==> src/rtl/sample_player_pkg.sv <==
// Shared definitions for the sample_player block.
//   MODE_LOOP / MODE_ONESHOT : encoding of the mode input
//   state_e                  : playback FSM states
package sample_player_pkg;

  localparam logic MODE_LOOP    = 1'b0;
  localparam logic MODE_ONESHOT = 1'b1;

  typedef enum logic [1:0] {
    IDLE,
    FETCH,
    PLAY
  } state_e;

endpackage

==> src/rtl/sample_ram.sv <==
// Sample memory: DEPTH x DATA_W, one write port, one synchronous read port.
//   clk, reset_n      : clock, async active-low reset (read register only)
//   wr_en/addr/data   : write port
//   rd_en, rd_addr    : read request; rd_data updates one cycle later
//   rd_data           : read register, holds while rd_en is low
// The array itself is never reset. A read and write of the same address in
// one cycle returns the old contents.
module sample_ram #(
  parameter int    DATA_W    = 16,
  parameter int    DEPTH     = 16,
  parameter int    ADDR_W    = $clog2(DEPTH),
  parameter string INIT_FILE = ""
) (
  input  logic              clk,
  input  logic              reset_n,
  input  logic              wr_en,
  input  logic [ADDR_W-1:0] wr_addr,
  input  logic [DATA_W-1:0] wr_data,
  input  logic              rd_en,
  input  logic [ADDR_W-1:0] rd_addr,
  output logic [DATA_W-1:0] rd_data
);

  logic [DATA_W-1:0] r_mem [DEPTH];
  logic [DATA_W-1:0] r_rd_data;

  always_ff @(posedge clk) begin
    if (wr_en) begin
      r_mem[wr_addr] <= wr_data;
    end
  end

  // Gated read keeps the presented sample stable under backpressure, even if
  // its address is rewritten meanwhile.
  always_ff @(posedge clk or negedge reset_n) begin
    if (!reset_n) begin
      r_rd_data <= '0;
    end else if (rd_en) begin
      r_rd_data <= r_mem[rd_addr];
    end
  end

  assign rd_data = r_rd_data;

endmodule

==> src/rtl/sample_player.sv <==
// Sample-playback source feeding the FIR datapath over valid/ready.
//   clk, reset_n             : clock, async active-low reset
//   wr_en/wr_addr/wr_data    : sample memory write port (usable at any time)
//   start, stop              : begin (IDLE only) / abort playback
//   mode, length             : loop/one-shot and samples per pass, latched at start
//   out_data/out_index       : current sample and its memory index
//   out_valid, out_ready     : output handshake
//   busy                     : playback in progress
//   wrap, done               : pulse with the last-index transfer (loop / one-shot)
module sample_player
  import sample_player_pkg::*;
#(
  parameter int    DATA_W    = 16,
  parameter int    DEPTH     = 16,
  parameter int    ADDR_W    = $clog2(DEPTH),
  parameter string INIT_FILE = ""
) (
  input  logic              clk,
  input  logic              reset_n,
  input  logic              wr_en,
  input  logic [ADDR_W-1:0] wr_addr,
  input  logic [DATA_W-1:0] wr_data,
  input  logic              start,
  input  logic              stop,
  input  logic              mode,
  input  logic [ADDR_W:0]   length,
  output logic [DATA_W-1:0] out_data,
  output logic [ADDR_W-1:0] out_index,
  output logic              out_valid,
  input  logic              out_ready,
  output logic              busy,
  output logic              wrap,
  output logic              done
);

  state_e            r_state, w_state_next;
  logic              r_mode;
  logic [ADDR_W-1:0] r_last;        // index of the final sample of a pass
  logic [ADDR_W-1:0] r_next_idx;    // index the next RAM read will fetch
  logic              r_fetch_done;  // one-shot: last index already fetched
  logic              r_out_valid;
  logic [ADDR_W-1:0] r_out_index;

  logic              w_start;
  logic              w_fire;
  logic              w_last_xfer;
  logic              w_rd_en;
  logic [ADDR_W-1:0] w_len_last;

  // 0 or anything above DEPTH selects the full memory; DEPTH is a power of
  // two, so its last index is all ones.
  assign w_len_last = (length == '0 || length > (ADDR_W+1)'(DEPTH)) ? '1
                                                                     : length[ADDR_W-1:0] - ADDR_W'(1);

  assign w_start     = (r_state == IDLE) && start && !stop;
  assign w_fire      = r_out_valid && out_ready;
  assign w_last_xfer = w_fire && (r_out_index == r_last);

  always_comb begin
    w_state_next = r_state;
    w_rd_en      = 1'b0;
    unique case (r_state)
      IDLE: begin
        if (w_start) w_state_next = FETCH;
      end
      FETCH: begin
        w_rd_en      = !stop;
        w_state_next = stop ? IDLE : PLAY;
      end
      PLAY: begin
        // Prefetch: refill the output register in the same cycle it empties.
        w_rd_en = !stop && !r_fetch_done && (!r_out_valid || out_ready);
        if (stop || (w_last_xfer && r_mode == MODE_ONESHOT)) w_state_next = IDLE;
      end
      default: w_state_next = IDLE;
    endcase
  end

  always_ff @(posedge clk or negedge reset_n) begin
    if (!reset_n) begin
      r_state      <= IDLE;
      r_mode       <= MODE_LOOP;
      r_last       <= '0;
      r_next_idx   <= '0;
      r_fetch_done <= 1'b0;
      r_out_valid  <= 1'b0;
      r_out_index  <= '0;
    end else begin
      r_state <= w_state_next;
      if (w_start) begin
        r_mode       <= mode;
        r_last       <= w_len_last;
        r_next_idx   <= '0;
        r_fetch_done <= 1'b0;
      end
      if (w_rd_en) begin
        r_out_index  <= r_next_idx;
        r_next_idx   <= (r_next_idx == r_last) ? '0 : r_next_idx + ADDR_W'(1);
        r_fetch_done <= (r_next_idx == r_last) && (r_mode == MODE_ONESHOT);
      end
      if (w_state_next == IDLE) begin
        r_out_valid <= 1'b0;
      end else if (w_rd_en) begin
        r_out_valid <= 1'b1;
      end else if (w_fire) begin
        r_out_valid <= 1'b0;
      end
    end
  end

  sample_ram #(
    .DATA_W    (DATA_W),
    .DEPTH     (DEPTH),
    .ADDR_W    (ADDR_W),
    .INIT_FILE (INIT_FILE)
  ) u_ram (
    .clk     (clk),
    .reset_n (reset_n),
    .wr_en   (wr_en),
    .wr_addr (wr_addr),
    .wr_data (wr_data),
    .rd_en   (w_rd_en),
    .rd_addr (r_next_idx),
    .rd_data (out_data)
  );

  assign out_valid = r_out_valid;
  assign out_index = r_out_index;
  assign busy      = (r_state != IDLE);
  // A transfer in the stop cycle is accepted but does not flag end-of-pass.
  assign wrap      = w_last_xfer && !stop && (r_mode == MODE_LOOP);
  assign done      = w_last_xfer && !stop && (r_mode == MODE_ONESHOT);

endmodule

==> config.mk <==
export PLATFORM = sky130hd
export DESIGN_NAME = sample_player
export DESIGN_NICKNAME = d
export VERILOG_FILES = /design/src/rtl/sample_player_pkg.sv /design/src/rtl/sample_ram.sv /design/src/rtl/sample_player.sv
export SDC_FILE = /design/constraint.sdc
export NUM_CORES = 1
export LEC_CHECK = 0
export ABC_AREA = 0
export CAP_MARGIN = 20
export CORE_MARGIN = 5
export CORE_UTILIZATION = 35
export CTS_CLUSTER_SIZE = 10
export DETAILED_ROUTE_END_ITERATION = 10
export PLACE_DENSITY = 0.61
export SYNTH_ARGS = -nofsm -noshare
export SYNTH_HDL_FRONTEND = slang
export SYNTH_SLANG_ARGS = --single-unit
==> constraint.sdc <==
create_clock -name clk -period 1.9 [get_ports clk]
set_input_delay 0.285 -clock clk [delete_from_list [all_inputs] [get_ports clk]]
set_output_delay 0.285 -clock clk [all_outputs]
set_load 0.005 [all_outputs]
* Yosys cells after proc, flatten, opt, wreduce, memory -nomap -nowiden
Memory sizes are Yosys's and may differ from the RTL's. A register that Yosys moved wholly into a read port is not among the register bits.
Cells that the tools add are included.
** Word-level totals
- Flip-flop bits (word level) :: 17
- Bits in writable memories :: 256
- Output and inout port bits :: 24
- Memories kept :: 1
** Memories
- u_ram.r_mem :: depth 16, width 16, rd ports 1, clocked after Yosys merged registers in 1, write ports 1, RTL line sample_ram.sv:24 : logic [DATA_W-1:0] r_mem [DEPTH];
** Operators by class
- $add $sub $neg :: 2
- $lt $le $gt $ge :: 1
- Equal/unequal tests :: 4
- Multiplexer cells :: 16
- Bitwise operators :: 1
- Reduce and logical (&&, ||, !) cells :: 24
** Operators with widths (count)
- $mux W4 :: 4
- $logic_and A1 B1 Y1 :: 11
- $eq A4 B4 Y1 :: 2
- $mux W1 :: 7
- $mux W2 :: 3
- $pmux W2 S3 :: 1
- $gt A5 B5 Y1 const B :: 1
- $logic_not A5 Y1 :: 1
- $add A4 B1 Y4 const B :: 1
- $logic_not A1 Y1 :: 4
- $logic_not A2 Y1 :: 2
- $reduce_bool A2 Y1 :: 2
- $sub A4 B1 Y4 const B :: 1
- $logic_or A1 B1 Y1 :: 3
- $reduce_bool A3 Y1 :: 1
- $eq A2 B1 Y1 const B :: 1
- $eq A2 B2 Y1 const B :: 1
- $pmux W1 S2 :: 1
- $not A1 Y1 :: 1

* Depth between registers and ports, before layout
- Word-level depth :: 8
- Mapped depth :: 7

* Modules after synthesis
Synthesis repeated with hierarchy kept, for this count alone.
** Unflattened totals
- Cell total of the unflattened synthesis :: 554
- Area, all modules :: 11472.3 um^2
** Modules (own cells, without submodules)
- sample_ram :: instances 1, cells an instance 452, area an instance 10458.8 um^2
- sample_player :: instances 1, cells an instance 102, area an instance 1013.5 um^2

* Least setup slack after synthesis
No wires, ideal clock.
- Path type :: in2reg
- From :: input wr_addr[2]
- To :: memory u_ram.r_mem[0][0] (enable)
- Arrival :: 1.931 ns
- Required time :: 1.491 ns
- Slack :: -0.440 ns
- Stages :: 2
- Buffers on the path :: 0
- Cell sequence :: or3b_2 -> nor3_1
** RTL lines
- start: declaration :: RTL line sample_player.sv:21 : input logic [ADDR_W-1:0] wr_addr,
- end: declaration :: RTL line sample_ram.sv:24
Straight into the memory's write port.

* Final worst setup path
- From :: register r_out_index[0], in the netlist out_index[0]
- To :: output wrap
** Between the ends
- Word-level cells in the longest chain between the ends :: 4
** Ends and longest elaborated chain
- start: declaration :: RTL line sample_player.sv:42 : logic [ADDR_W-1:0] r_out_index;
- start signal: assignment :: RTL line sample_player.sv:97 : r_out_index <= r_next_idx;
- $eq A4 B4 Y1 :: RTL line sample_player.sv:57 : assign w_last_xfer = w_fire && (r_out_index == r_last);
- $logic_and A1 B1 Y1 :: RTL line sample_player.sv:57
- $logic_and A1 B1 Y1 (2 in series) :: RTL line sample_player.sv:131 : assign wrap = w_last_xfer && !stop && (r_mode == MODE_LOOP);
- end: declaration :: RTL line sample_player.sv:32 : output logic wrap,
No other way between the ends.

==> run_results.csv <==
group,metric,value,unit
power_and_ir_drop,leakage,0.004874,uW
sta,fin_crit,2053,ps
place,routabilityCongestion,0.8327,
critical_path,cp-start-kind,"flop",
routing,dr.pass1.iters,5,
place,portBuffers,55,
critical_path,cp.buffers_inverters,3,
hold_path,hp-class,"in -> async",
power_and_ir_drop,seq_power_share,42.8,%
yosys,synthCells,555,
global_route,grt_util_met2,23.27,%
floorplanning,start_util,35.41,%
floorplanning,die_x,191.4,um
yosys,synth_nets,593,
sta,clock_skew,22.20,ps
sta,rsz0062_at_grt,"true",
global_route,grt_pass1_wl,38770,um
global_route,grt_use_met1,19.79,%
place,dp_hpwl,16490,um
sta,period_share,108.0,%
floorplanning,die_h,191.4,um
yosys,synth_ff_type,"edfxtp_1",
critical_path,worst-setup-path-type,"reg -> out",
sta,drv_slew,0,
floorplanning,rows,66,
yosys,synth_area_leaders,"edfxtp_1, mux4_2, dfrtp_1",
clock_tree,insertion_delay,500,ps
sta,setup_viol,12,
global_route,gr-total-overflow,0,
critical_path,cp_slowest_stage_delay,390,ps
clock_tree,cts.sinks,289,
yosys,ys_seq_elements,289,
critical_path,crit_family,"flip-flops",
sta,hold_viol,0,
outcome,status,"finished, violations left",
global_route,antenna_found_initial,1,
routing,routed_wl,26120,um
finish,syn_to_final_growth,25.62,%
routing,drc,0,
power_and_ir_drop,powerDensity,1236,nW/um^2
sta,fin_ws,-152.5,ps
clock_tree,cts_buffer_depth,3,
critical_path,cp_max_fo,2,
critical_path,critPathArrivalTime,1770,ps
critical_path,required,1620,ps
finish,antenna_cells,0,
global_route,use_met3,2.794,%
outcome,failed_checks,"setup timing",
clock_tree,cts-root-buf,"clkbuf_16",
clock_tree,cts-buffers-inserted,35,
yosys,synth_edf_count,256,
global_route,grt_max_degree,25,
power_and_ir_drop,switching_share,25.17,%
global_route,track_usage,14.13,%
yosys,ys_types,46,
global_route,grt_pass1_vias,6324,
finish,fin_nets,739,
clock_tree,clk_pin_slew_worst_paths,50,ps
critical_path,crit_chain,"xor2_1, nor3_1, buf_4, buf_6, nand2_4, nor3_2, buf_2",
sta,setup_tns,-504.0,ps
finish,final_core_util,44.48,%
sta,max_freq,487.2,MHz
yosys,synth_area_leader_cell,"edfxtp_1",
power_and_ir_drop,power,17890,uW
finish,drive_above_1_share,30.91,%
routing,antenna_left,0,
sta,hold_slack,328.2,ps
power_and_ir_drop,p_comb_share,23.6,%
power_and_ir_drop,power.share.clock,33.6,%
yosys,syn-cell-area,11520,um^2
yosys,yosys_warnings,0,
flow_run,maxCapViolations,0,
power_and_ir_drop,p_int,13390,uW
sta,slew_headroom,60.44,%
routing,vias,5916,
finish,fillerInstances,2815,
global_route,grt_busiest_layer,"met2",
place,place_ws,-180.9,ps
sta,tightest_slew,591.5,ps
floorplanning,coreArea,32540,um^2
critical_path,slowest_stage,"dfrtp_1",
power_and_ir_drop,p_sw,4503,uW
yosys,avgSynthCellArea,20.76,um^2
power_and_ir_drop,vdd_drop_max,0.6461,mV
yosys,ys_async_sr_fraction,11.42,%
routing,routed_via_density,5.056,
yosys,ys_seq_area_share,73.90,%
yosys,synth_top_area_share,66.73,%
floorplanning,dieArea,36640,um^2
floorplanning,io_pins,56,
routing,avgRoutedWirePerCell,22.32,um
clock_tree,cts_tree,"done",
critical_path,endpoint_kind,"output pin",
routing,drt_iter0_drc,364,
clock_tree,clock_tree.htree_level_count,2,
==> placed cells by master (no fill, tap or decap), types with 4 or more instances in the layout <==
cell               n
clkbuf_16         38
clkbuf_1          23
inv_1              9
mux2i_1           40
mux2_2            14
nand2b_1           4
ha_1               5
clkdlybuf4s50_1   51
dfrtp_1           30
xor2_1             5
nor2_1            20
buf_12            20
xnor2_1            6
nor3_2             5
o21ai_0            7
buf_4             48
edfxtp_1         256
nand2_1            9
nand3_1            5
mux4_2            64
mux2i_2            7
==> registers in the layout, summed over array words and instances (netlist names) <==
name	count
u_ram.rd_data	16
r_last	4
u_ram.r_mem	256
r_mode	1
out_valid	1
out_index	4
r_next_idx	4
r_state	2
r_fetch_done	1
==> layout make-up <==
cell class | instances | area, um^2 | area share, %
tap | 442 | 553.0 | 3.822
sequential | 289 | 8517 | 58.85
clock buffer | 61 | 1015 | 7.012
inverter | 11 | 41.29 | 0.2853
clock inverter | 3 | 30.03 | 0.2075
timing repair buffer | 132 | 1446 | 9.995
multi-input combinational | 232 | 2869 | 19.83
==> through the flow <==
stage | cell area [um^2] | cells
6_report | 14470 | 1170
3_5_place_dp | 13170 | 1093
5_1_grt | 14470 | 1170
3_3_place_gp | 13170 | 1093
2_1_floorplan | 11540 | 555
4_1_cts | 14350 | 1166
==> cells by family (layout without fill, tap and decap cells) <==
group	after synthesis	in the layout	synth area share [%]
AND/OR/NAND/NOR	58	58	2.411
flip-flops	289	289	73.90
AO/OA/AOI/OAI	26	26	1.542
adder cells (fa/ha/maj)	6	6	0.6517
multiplexers	131	131	18.69
buffers and inverters	34	207	1.966
XOR/XNOR	11	11	0.8363
==> worst paths after layout <==
path / from / end / slack, ps / cells past startpoint
setup / recovery: out_index[0] / wrap / -150 / 7
hold / removal: reset_n / u_ram.rd_data[12] / 330 / 2
setup reg to reg: r_next_idx[1] / u_ram.rd_data[4] / -50 / 5
hold reg to reg: u_ram.rd_data[1] / u_ram.rd_data[1] / 520 / 1
max in group asynchronous: reset_n / r_fetch_done / 1030 / 3
min in group clk: mode / r_mode / 330 / 3
==> repair_timing <==
action | CTS | global route
resized for setup | 25 | 21
endpoints found under the setup margin | 15 | 20
gates cloned | 0 | 2
endpoints found under the hold margin | 16 | 0
buffers inserted | 8 | 2
pin swaps | 3 | 2
hold buffers | 1 | 0
==> power by group through the flow <==
stage / logic [uW] / registers, uW / clock network [uW]
floorplan: 2250 / 7680 / 0
global placement: 3690 / 7760 / 0
detailed placement: 3760 / 7790 / 0
CTS: 4010 / 7640 / 6160
global route: 4540 / 7700 / 6420
finish: 4220 / 7650 / 6010
==> metal layers <==
layer	part of all wire [%]	routed length [um]
met1	44	11450
met2	49	12730
met3	6.0	1570
met4	1.3	352
met5	0.050	13
==> synth_stat cells, types with 2 or more instances <==
cell type and n:
dfrtp_1 33, edfxtp_1 256, a31oi_1 2, a21oi_1 3
o22ai_1 2, nand2b_1 4, buf_2 8, xnor2_1 6
nand2_1 10, o21ai_0 8, inv_1 10, clkbuf_1 4
clkbuf_4 2, mux4_2 59, mux4_1 5, mux2_2 16
buf_6 6, xor2_1 5, mux2_1 2, mux2i_1 49
nor2_1 21, buf_12 2, ha_1 6, nand3b_1 2
nand3_1 5, and3_1 2, nor3_1 8
==> worst reg2reg max path, stage by stage (launching register included) <==
cell and delay (ps):
dfrtp_2 520, buf_8 180, mux4_2 530, mux2i_2 190
mux2i_1 120, mux2_4 270
Power figures use the tool's default switching activity.
